===== src/rtl/uart_tx_controller_pkg.sv =====
// Shared UART transmit definitions: FSM state encoding, default bit period, parity modes.
package uart_tx_controller_pkg;

    localparam int unsigned DEFAULT_CLKS_PER_BIT = 5208;
    localparam int unsigned PAR_MODE_EVEN        = 0;
    localparam int unsigned PAR_MODE_ODD         = 1;

    typedef enum logic [2:0] {
        ST_IDLE   = 3'd0,
        ST_START  = 3'd1,
        ST_DATA   = 3'd2,
        ST_PARITY = 3'd3,
        ST_STOP   = 3'd4
    } tx_state_e;

endpackage


===== src/rtl/uart_tx_controller_if.sv =====
// Host-side handshake between a word producer and the UART transmitter.
interface uart_tx_controller_if #(
    parameter int unsigned DATA_BITS = 8
);
    logic                 start;
    logic [DATA_BITS-1:0] data_in;
    logic                 busy;
    logic                 done;

    modport master (output start, data_in, input busy, done);
    modport slave  (input start, data_in, output busy, done);
endinterface


===== src/rtl/uart_tx_controller_baud.sv =====
// Bit-period counter: tick is high in the last cycle of each bit period.
module uart_tx_controller_baud
    import uart_tx_controller_pkg::*;
#(
    parameter int unsigned CLKS_PER_BIT = DEFAULT_CLKS_PER_BIT
) (
    input  logic clock,
    input  logic reset,
    input  logic clear,
    output logic tick
);

    localparam int unsigned     CNT_W = $clog2(CLKS_PER_BIT);
    localparam logic [CNT_W-1:0] LAST = CNT_W'(CLKS_PER_BIT - 1);

    logic [CNT_W-1:0] r_count;
    logic             r_tick;
    logic [CNT_W-1:0] w_count_next;

    always_comb begin
        w_count_next = r_count + CNT_W'(1);
        if (clear || (r_count == LAST)) begin
            w_count_next = '0;
        end
    end

    // Tick is registered alongside the count so it always equals (r_count == LAST).
    always_ff @(posedge clock) begin
        if (!reset) begin
            r_count <= '0;
            r_tick  <= 1'b0;
        end else begin
            r_count <= w_count_next;
            r_tick  <= (w_count_next == LAST);
        end
    end

    assign tick = r_tick;

endmodule


===== src/rtl/uart_tx_controller.sv =====
// UART transmitter: latches a word on start, serialises start/data(LSB first)/parity/stop on tx.
module uart_tx_controller
    import uart_tx_controller_pkg::*;
#(
    parameter int unsigned CLKS_PER_BIT = DEFAULT_CLKS_PER_BIT,
    parameter int unsigned DATA_BITS    = 8,
    parameter int unsigned PARITY_EN    = 1,
    parameter int unsigned PARITY_ODD   = PAR_MODE_EVEN,
    parameter int unsigned STOP_BITS    = 1
) (
    input  logic                 clock,
    input  logic                 reset,
    uart_tx_controller_if.slave  bus,
    output logic                 tx
);

    localparam int unsigned       IDX_W     = $clog2(DATA_BITS);
    localparam logic [IDX_W-1:0]  LAST_BIT  = IDX_W'(DATA_BITS - 1);
    localparam logic              LAST_STOP = 1'(STOP_BITS - 1);

    tx_state_e            r_state;
    logic [DATA_BITS-1:0] r_shreg;
    logic                 r_parity;
    logic [IDX_W-1:0]     r_bit_idx;
    logic                 r_stop_idx;
    logic                 r_tx;
    logic                 r_busy;
    logic                 r_done;

    logic w_tick;
    logic w_clear;
    logic w_accept;

    // Counter held at zero while idle so the start bit gets a full period.
    assign w_clear  = (r_state == ST_IDLE);
    assign w_accept = bus.start && !r_busy;

    uart_tx_controller_baud #(
        .CLKS_PER_BIT (CLKS_PER_BIT)
    ) u_baud (
        .clock (clock),
        .reset (reset),
        .clear (w_clear),
        .tick  (w_tick)
    );

    always_ff @(posedge clock) begin
        if (!reset) begin
            r_state    <= ST_IDLE;
            r_shreg    <= '0;
            r_parity   <= 1'b0;
            r_bit_idx  <= '0;
            r_stop_idx <= 1'b0;
            r_tx       <= 1'b1;
            r_busy     <= 1'b0;
            r_done     <= 1'b0;
        end else begin
            r_done <= 1'b0;
            case (r_state)
                ST_IDLE: begin
                    if (w_accept) begin
                        r_state  <= ST_START;
                        r_tx     <= 1'b0;
                        r_busy   <= 1'b1;
                        r_shreg  <= bus.data_in;
                        r_parity <= (^bus.data_in) ^ 1'(PARITY_ODD);
                    end
                end
                ST_START: begin
                    if (w_tick) begin
                        r_state   <= ST_DATA;
                        r_tx      <= r_shreg[0];
                        r_shreg   <= r_shreg >> 1;
                        r_bit_idx <= '0;
                    end
                end
                ST_DATA: begin
                    if (w_tick) begin
                        if (r_bit_idx == LAST_BIT) begin
                            if (PARITY_EN != 0) begin
                                r_state <= ST_PARITY;
                                r_tx    <= r_parity;
                            end else begin
                                r_state    <= ST_STOP;
                                r_tx       <= 1'b1;
                                r_stop_idx <= 1'b0;
                            end
                        end else begin
                            r_tx      <= r_shreg[0];
                            r_shreg   <= r_shreg >> 1;
                            r_bit_idx <= r_bit_idx + IDX_W'(1);
                        end
                    end
                end
                ST_PARITY: begin
                    if (w_tick) begin
                        r_state    <= ST_STOP;
                        r_tx       <= 1'b1;
                        r_stop_idx <= 1'b0;
                    end
                end
                ST_STOP: begin
                    if (w_tick) begin
                        if (r_stop_idx == LAST_STOP) begin
                            r_state <= ST_IDLE;
                            r_busy  <= 1'b0;
                            r_done  <= 1'b1;
                        end else begin
                            r_stop_idx <= r_stop_idx + 1'b1;
                        end
                    end
                end
                default: begin
                    r_state <= ST_IDLE;
                    r_tx    <= 1'b1;
                    r_busy  <= 1'b0;
                end
            endcase
        end
    end

    assign tx       = r_tx;
    assign bus.busy = r_busy;
    assign bus.done = r_done;

endmodule


===== src/flat_wrapper.sv =====
// flat-port wrapper written by rule: the top's interface ports become plain ports
module uart_tx_controller_flat import uart_tx_controller_pkg::*;
#(
    parameter int unsigned CLKS_PER_BIT = DEFAULT_CLKS_PER_BIT,
    parameter int unsigned DATA_BITS    = 8,
    parameter int unsigned PARITY_EN    = 1,
    parameter int unsigned PARITY_ODD   = PAR_MODE_EVEN,
    parameter int unsigned STOP_BITS    = 1
)
  (clock, reset, tx, bus_start, bus_data_in, bus_busy, bus_done);
  uart_tx_controller_if #(.DATA_BITS(DATA_BITS)) bus_i ();
  input  logic clock;
  input  logic reset;
  output logic tx;
  input wire logic [$bits(bus_i.start)-1:0] bus_start;
  input wire logic [$bits(bus_i.data_in)-1:0] bus_data_in;
  output wire logic [$bits(bus_i.busy)-1:0] bus_busy;
  output wire logic [$bits(bus_i.done)-1:0] bus_done;
  assign bus_i.start = bus_start;
  assign bus_i.data_in = bus_data_in;
  assign bus_busy = bus_i.busy;
  assign bus_done = bus_i.done;
  uart_tx_controller #(.CLKS_PER_BIT(CLKS_PER_BIT), .DATA_BITS(DATA_BITS), .PARITY_EN(PARITY_EN), .PARITY_ODD(PARITY_ODD), .STOP_BITS(STOP_BITS)) u_core (.clock(clock), .reset(reset), .bus(bus_i), .tx(tx));
endmodule

===== config.mk =====
export PLATFORM = sky130hd
export DESIGN_NAME = uart_tx_controller_flat
export DESIGN_NICKNAME = d
export VERILOG_FILES = /design/src/rtl/uart_tx_controller_pkg.sv /design/src/rtl/uart_tx_controller_if.sv /design/src/rtl/uart_tx_controller_baud.sv /design/src/rtl/uart_tx_controller.sv /design/src/flat_wrapper.sv
export SDC_FILE = /design/constraint.sdc
export NUM_CORES = 1
export LEC_CHECK = 0
export ABC_CLOCK_PERIOD_IN_PS = 2000
export CORE_MARGIN = 2
export CORE_UTILIZATION = 55
export DETAILED_ROUTE_END_ITERATION = 6
export GPL_TIMING_DRIVEN = 0
export PLACE_DENSITY = 0.8
export REMOVE_ABC_BUFFERS = 1
export SLEW_MARGIN = 30
export SYNTH_ARGS = -nofsm -noshare
export SYNTH_HDL_FRONTEND = slang
export SYNTH_SLANG_ARGS = --single-unit

===== constraint.sdc =====
create_clock -name clock -period 2 [get_ports clock]
set_input_delay 0.4 -clock clock [delete_from_list [all_inputs] [get_ports clock]]
set_output_delay 0.4 -clock clock [all_outputs]
set_load 0.03 [all_outputs]

==> run_results.csv <==
group,metric,value,unit
critical_path,rr_startpoint,"u_core.r_bit_idx[0]",
critical_path,max_stage_delay,700,ps
synthesis,synth-seq-cells,32,
placed_design,detailed_place.area,0.00182,sq mm
timing,slew_viol_final,0,
timing,relSlewSlack,55.0,%
timing,setup_violations,0,
floorplan,die_w,59.7,um
floorplan,dieHeight,59.7,um
hold_path,worst_hold_path.num_cells,2,
placed_design,gp_congestion,0.823,
power_and_ir_drop,powerDensity,655,mW/mm^2
grt,grt_max_degree,16,
cells_and_area,area_growth,14.7,%
synthesis,ys.flop_type,"dfxtp_1",
routing,vias_per_cell,5.71,
cts,cts-buffers-inserted,5,
synthesis,synth_area_per_cell,8.94,sq um
grt,grt_pass1_wl,5.80,mm
cts,clk_latency,340,ps
synthesis,synthTopCellsByCount,"dfxtp_1, nor2_1, nand2_1, xnor2_1, nand3_1",
synthesis,ys.warnings.count,0,
hold_path,hold_end,"u_core.r_shreg[7]",
critical_path,required,1600,ps
routing,via_count,1388,
cts,clk_path_buf_depth,2,
hold_path,hold_class,"register to register",
synthesis,muxShareOfSynthArea,4.69,%
power_and_ir_drop,ir_drop,491,uV
synthesis,yosysSeqAreaShare,37.5,%
cells_and_area,final_cell_area,0.00196,sq mm
synthesis,ys_types,46,
cells_and_area,multi_input_area,0.00101,sq mm
grt,grt_usage,21.7,%
synthesis,synthTopCellsByArea,"dfxtp_1, nor2_1, xnor2_1",
grt,grt_overflow,0,
routing,drt_iter0_drc,87,
outcome,status,"completed",
grt,antenna_found_initial,0,
routing,wirelength,3.35,mm
critical_path,worstReg2RegEnd,"u_core.r_shreg[1]",
routing,drt-met1-wl,1.50,mm
grt,grt_pass1_vias,1312,
cts,ctsHoldBuffers,0,
timing,grt_setup_unrepaired,"false",
routing,met3WireLength,95,um
critical_path,start_kind,"register",
critical_path,r2r_setup_slack,200,ps
synthesis,synth.largest_area_cell,"dfxtp_1",
routing,ant_nets,0,
synthesis,synth_xor_area_share,9.24,%
floorplan,core_area,0.00300,sq mm
cells_and_area,seqCellArea,641,sq um
synthesis,synth_top_area_share,37.5,%
cts,htree_levels,2,
routing,drtPass1Iterations,4,
synthesis,syn_area,0.00171,sq mm
cells_and_area,drive_gt1_share,15.7,%
routing,wl_met2,1.69,mm
cts,cts_sinks,32,
placed_design,post-dp-hpwl,2.41,mm
routing,wl_per_cell,13.8,um
cells_and_area,nNetsFinal,223,
cts,cts_root_buf,"clkbuf_4",
synthesis,synth_compound_area_share,16.0,%
cells_and_area,antenna_cells,0,
synthesis,yosys.cell_count.top_type,"dfxtp_1",
floorplan,die-area,0.00356,sq mm
critical_path,worst-path-buf-inv,1,
routing,post-route-drc-count,0,
timing,finalHoldViolCount,0,
synthesis,syn_inst,191,
critical_path,cp-end-kind,"output pin",
cells_and_area,fill_cells,246,
timing,hold-worst-slack,457,ps
floorplan,start_util,56.8,%
critical_path,path_cells,"clkdlybuf4s50_1",
synthesis,synth_edf_count,0,
synthesis,async_flop_share,0,%
timing,worstMarginPinSlew,672,ps
cts,tritoncts,"done",
floorplan,io_pins,14,
routing,routed.top_layer,"met4",
timing,max_freq,0.542,GHz
cts,clk_pin_slew,110,ps
job,drv_cap,0,
synthesis,synth_top_family_by_area,"simple AND/OR/NAND/NOR gates",
critical_path,critical_path.slowest_cell,"clkdlybuf4s50_1",
critical_path,critical-path-top-delay-family,"buffers and inverters",
synthesis,synthAdderAreaFrac,2.20,%
timing,finalClockSkew,18.3,ps
hold_path,holdCritStartpoint,"u_core.r_shreg[7]",
placed_design,io_buffer_count,13,
timing,fin_crit,1840,ps
synthesis,synthSimpleGateAreaFrac,26.0,%
power_and_ir_drop,power.leakage,0.000696,uW
critical_path,cp_max_fo,4,
floorplan,rows,20,
critical_path,r2r_cells,8,
critical_path,crit_arrival,1440,ps
timing,finalCritPeriodShare,92.2,%
critical_path,path_class,"register to output pin",
## kinds of logic (layout without fill, tap and decap cells)
logic type,Yosys count,after routing
AO/OA/AOI/OAI,32,32
XOR/XNOR,18,18
adder cells (fa/ha/maj),3,3
buffers and inverters,13,32
flip-flops,32,32
multiplexers,8,8
AND/OR/NAND/NOR,85,85
## layout make-up
cell class | count | area share, %
Clock buffer | 6 | 2.62
Clock inverter | 2 | 0.512
Inverter | 5 | 0.959
Multi-Input combinational cell | 146 | 51.5
Sequential cell | 32 | 32.7
Tap cell | 33 | 2.11
Timing Repair Buffer | 19 | 9.59
## timing repair
item	4_1_cts	5_1_grt
setup endpoints to repair	1	1
pin swaps	1	0
setup buffers	6	0
resized for setup	0	1
## where the power goes
part / leakage (uW) / internal [uW] / switching, uW
combinational: 0.000398 / 110 / 103
sequential: 0.000260 / 662 / 22.5
clock: 0.0000380 / 167 / 217
## sequential cells by signal (all words and copies together), names as in the netlist, 3 cells and up
name                   count
u_core.u_baud.r_count     13
u_core.r_shreg             8
u_core.r_bit_idx           3
u_core.r_state             3
## worst reg2reg max path, delay by kind of cell, from the launching register on
family / cells / cell delay (ps)
AO/OA/AOI/OAI: 3 / 430
adder cells (fa/ha/maj): 2 / 410
flip-flops: 1 / 370
AND/OR/NAND/NOR: 1 / 210
buffers and inverters: 2 / 300
## placed cells by master, fill, tap and decap left out, drive strengths merged
cell           Yosys  routed
a311oi             2       2
dfxtp             32      32
nand3             10      10
buf                7       6
inv                5       5
or4                1       1
and3b              1       1
nor2b              2       2
nor2              30      30
nand2b             4       4
nand4              1       1
a21oi              9       9
mux2i              8       8
nor4b              1       1
nor3b              3       3
xor2               7       7
a22oi              1       1
o31ai              1       1
clkdlybuf4s50      0      13
or2                3       3
or3                1       1
nor3               7       7
and2               2       2
xnor2             11      11
a211oi             8       8
nand4b             2       2
o21ai              5       5
o41ai              1       1
o21bai             1       1
nand3b             1       1
clkbuf             1       6
clkinv             0       2
ha                 3       3
nand2             16      16
o22ai              3       3
a31oi              1       1
## through the flow
| stage | TNS, ps | total power (uW) | std cells | setup WS, ps | utilization, % |
|---|---|---|---|---|---|
| after global placement | -1080 | 876 | 229 | -109 | 60.7 |
| after global routing | 0 | 1350 | 243 | 49.7 | 65.2 |
| after floorplan | 0 | 826 | 183 | 250 | - |
| after detailed placement | -2350 | 887 | 229 | -224 | 60.7 |
| after CTS | 0 | 1290 | 243 | 11.5 | 64.7 |
| final | 0 | 1280 | 243 | 156 | 65.2 |
## worst max-delay path by stage
stage	startpoint	cells after the start	slack [ps]	endpoint
2_1_floorplan	u_core.r_bit_idx[0]	7	250	u_core.r_shreg[0]
5_1_grt	u_core.u_baud.r_count[9]	4	50	u_core.u_baud.r_count[10]
4_1_cts	u_core.u_baud.r_count[9]	4	10	u_core.u_baud.r_count[4]
3_5_place_dp	bus_start	6	-220	u_core.r_shreg[1]
6_report	u_core.bus.busy	1	160	bus_busy
3_3_place_gp	bus_start	6	-110	u_core.r_shreg[2]
## routing by layer
layer	vias to the layer above	GRT usage, %
met5	-	0
met4	0	9.52
met3	7	6.06
met2	26	35.2
met1	661	26.7
li1	694	-
No activity file was read; power rests on OpenSTA's default activity.
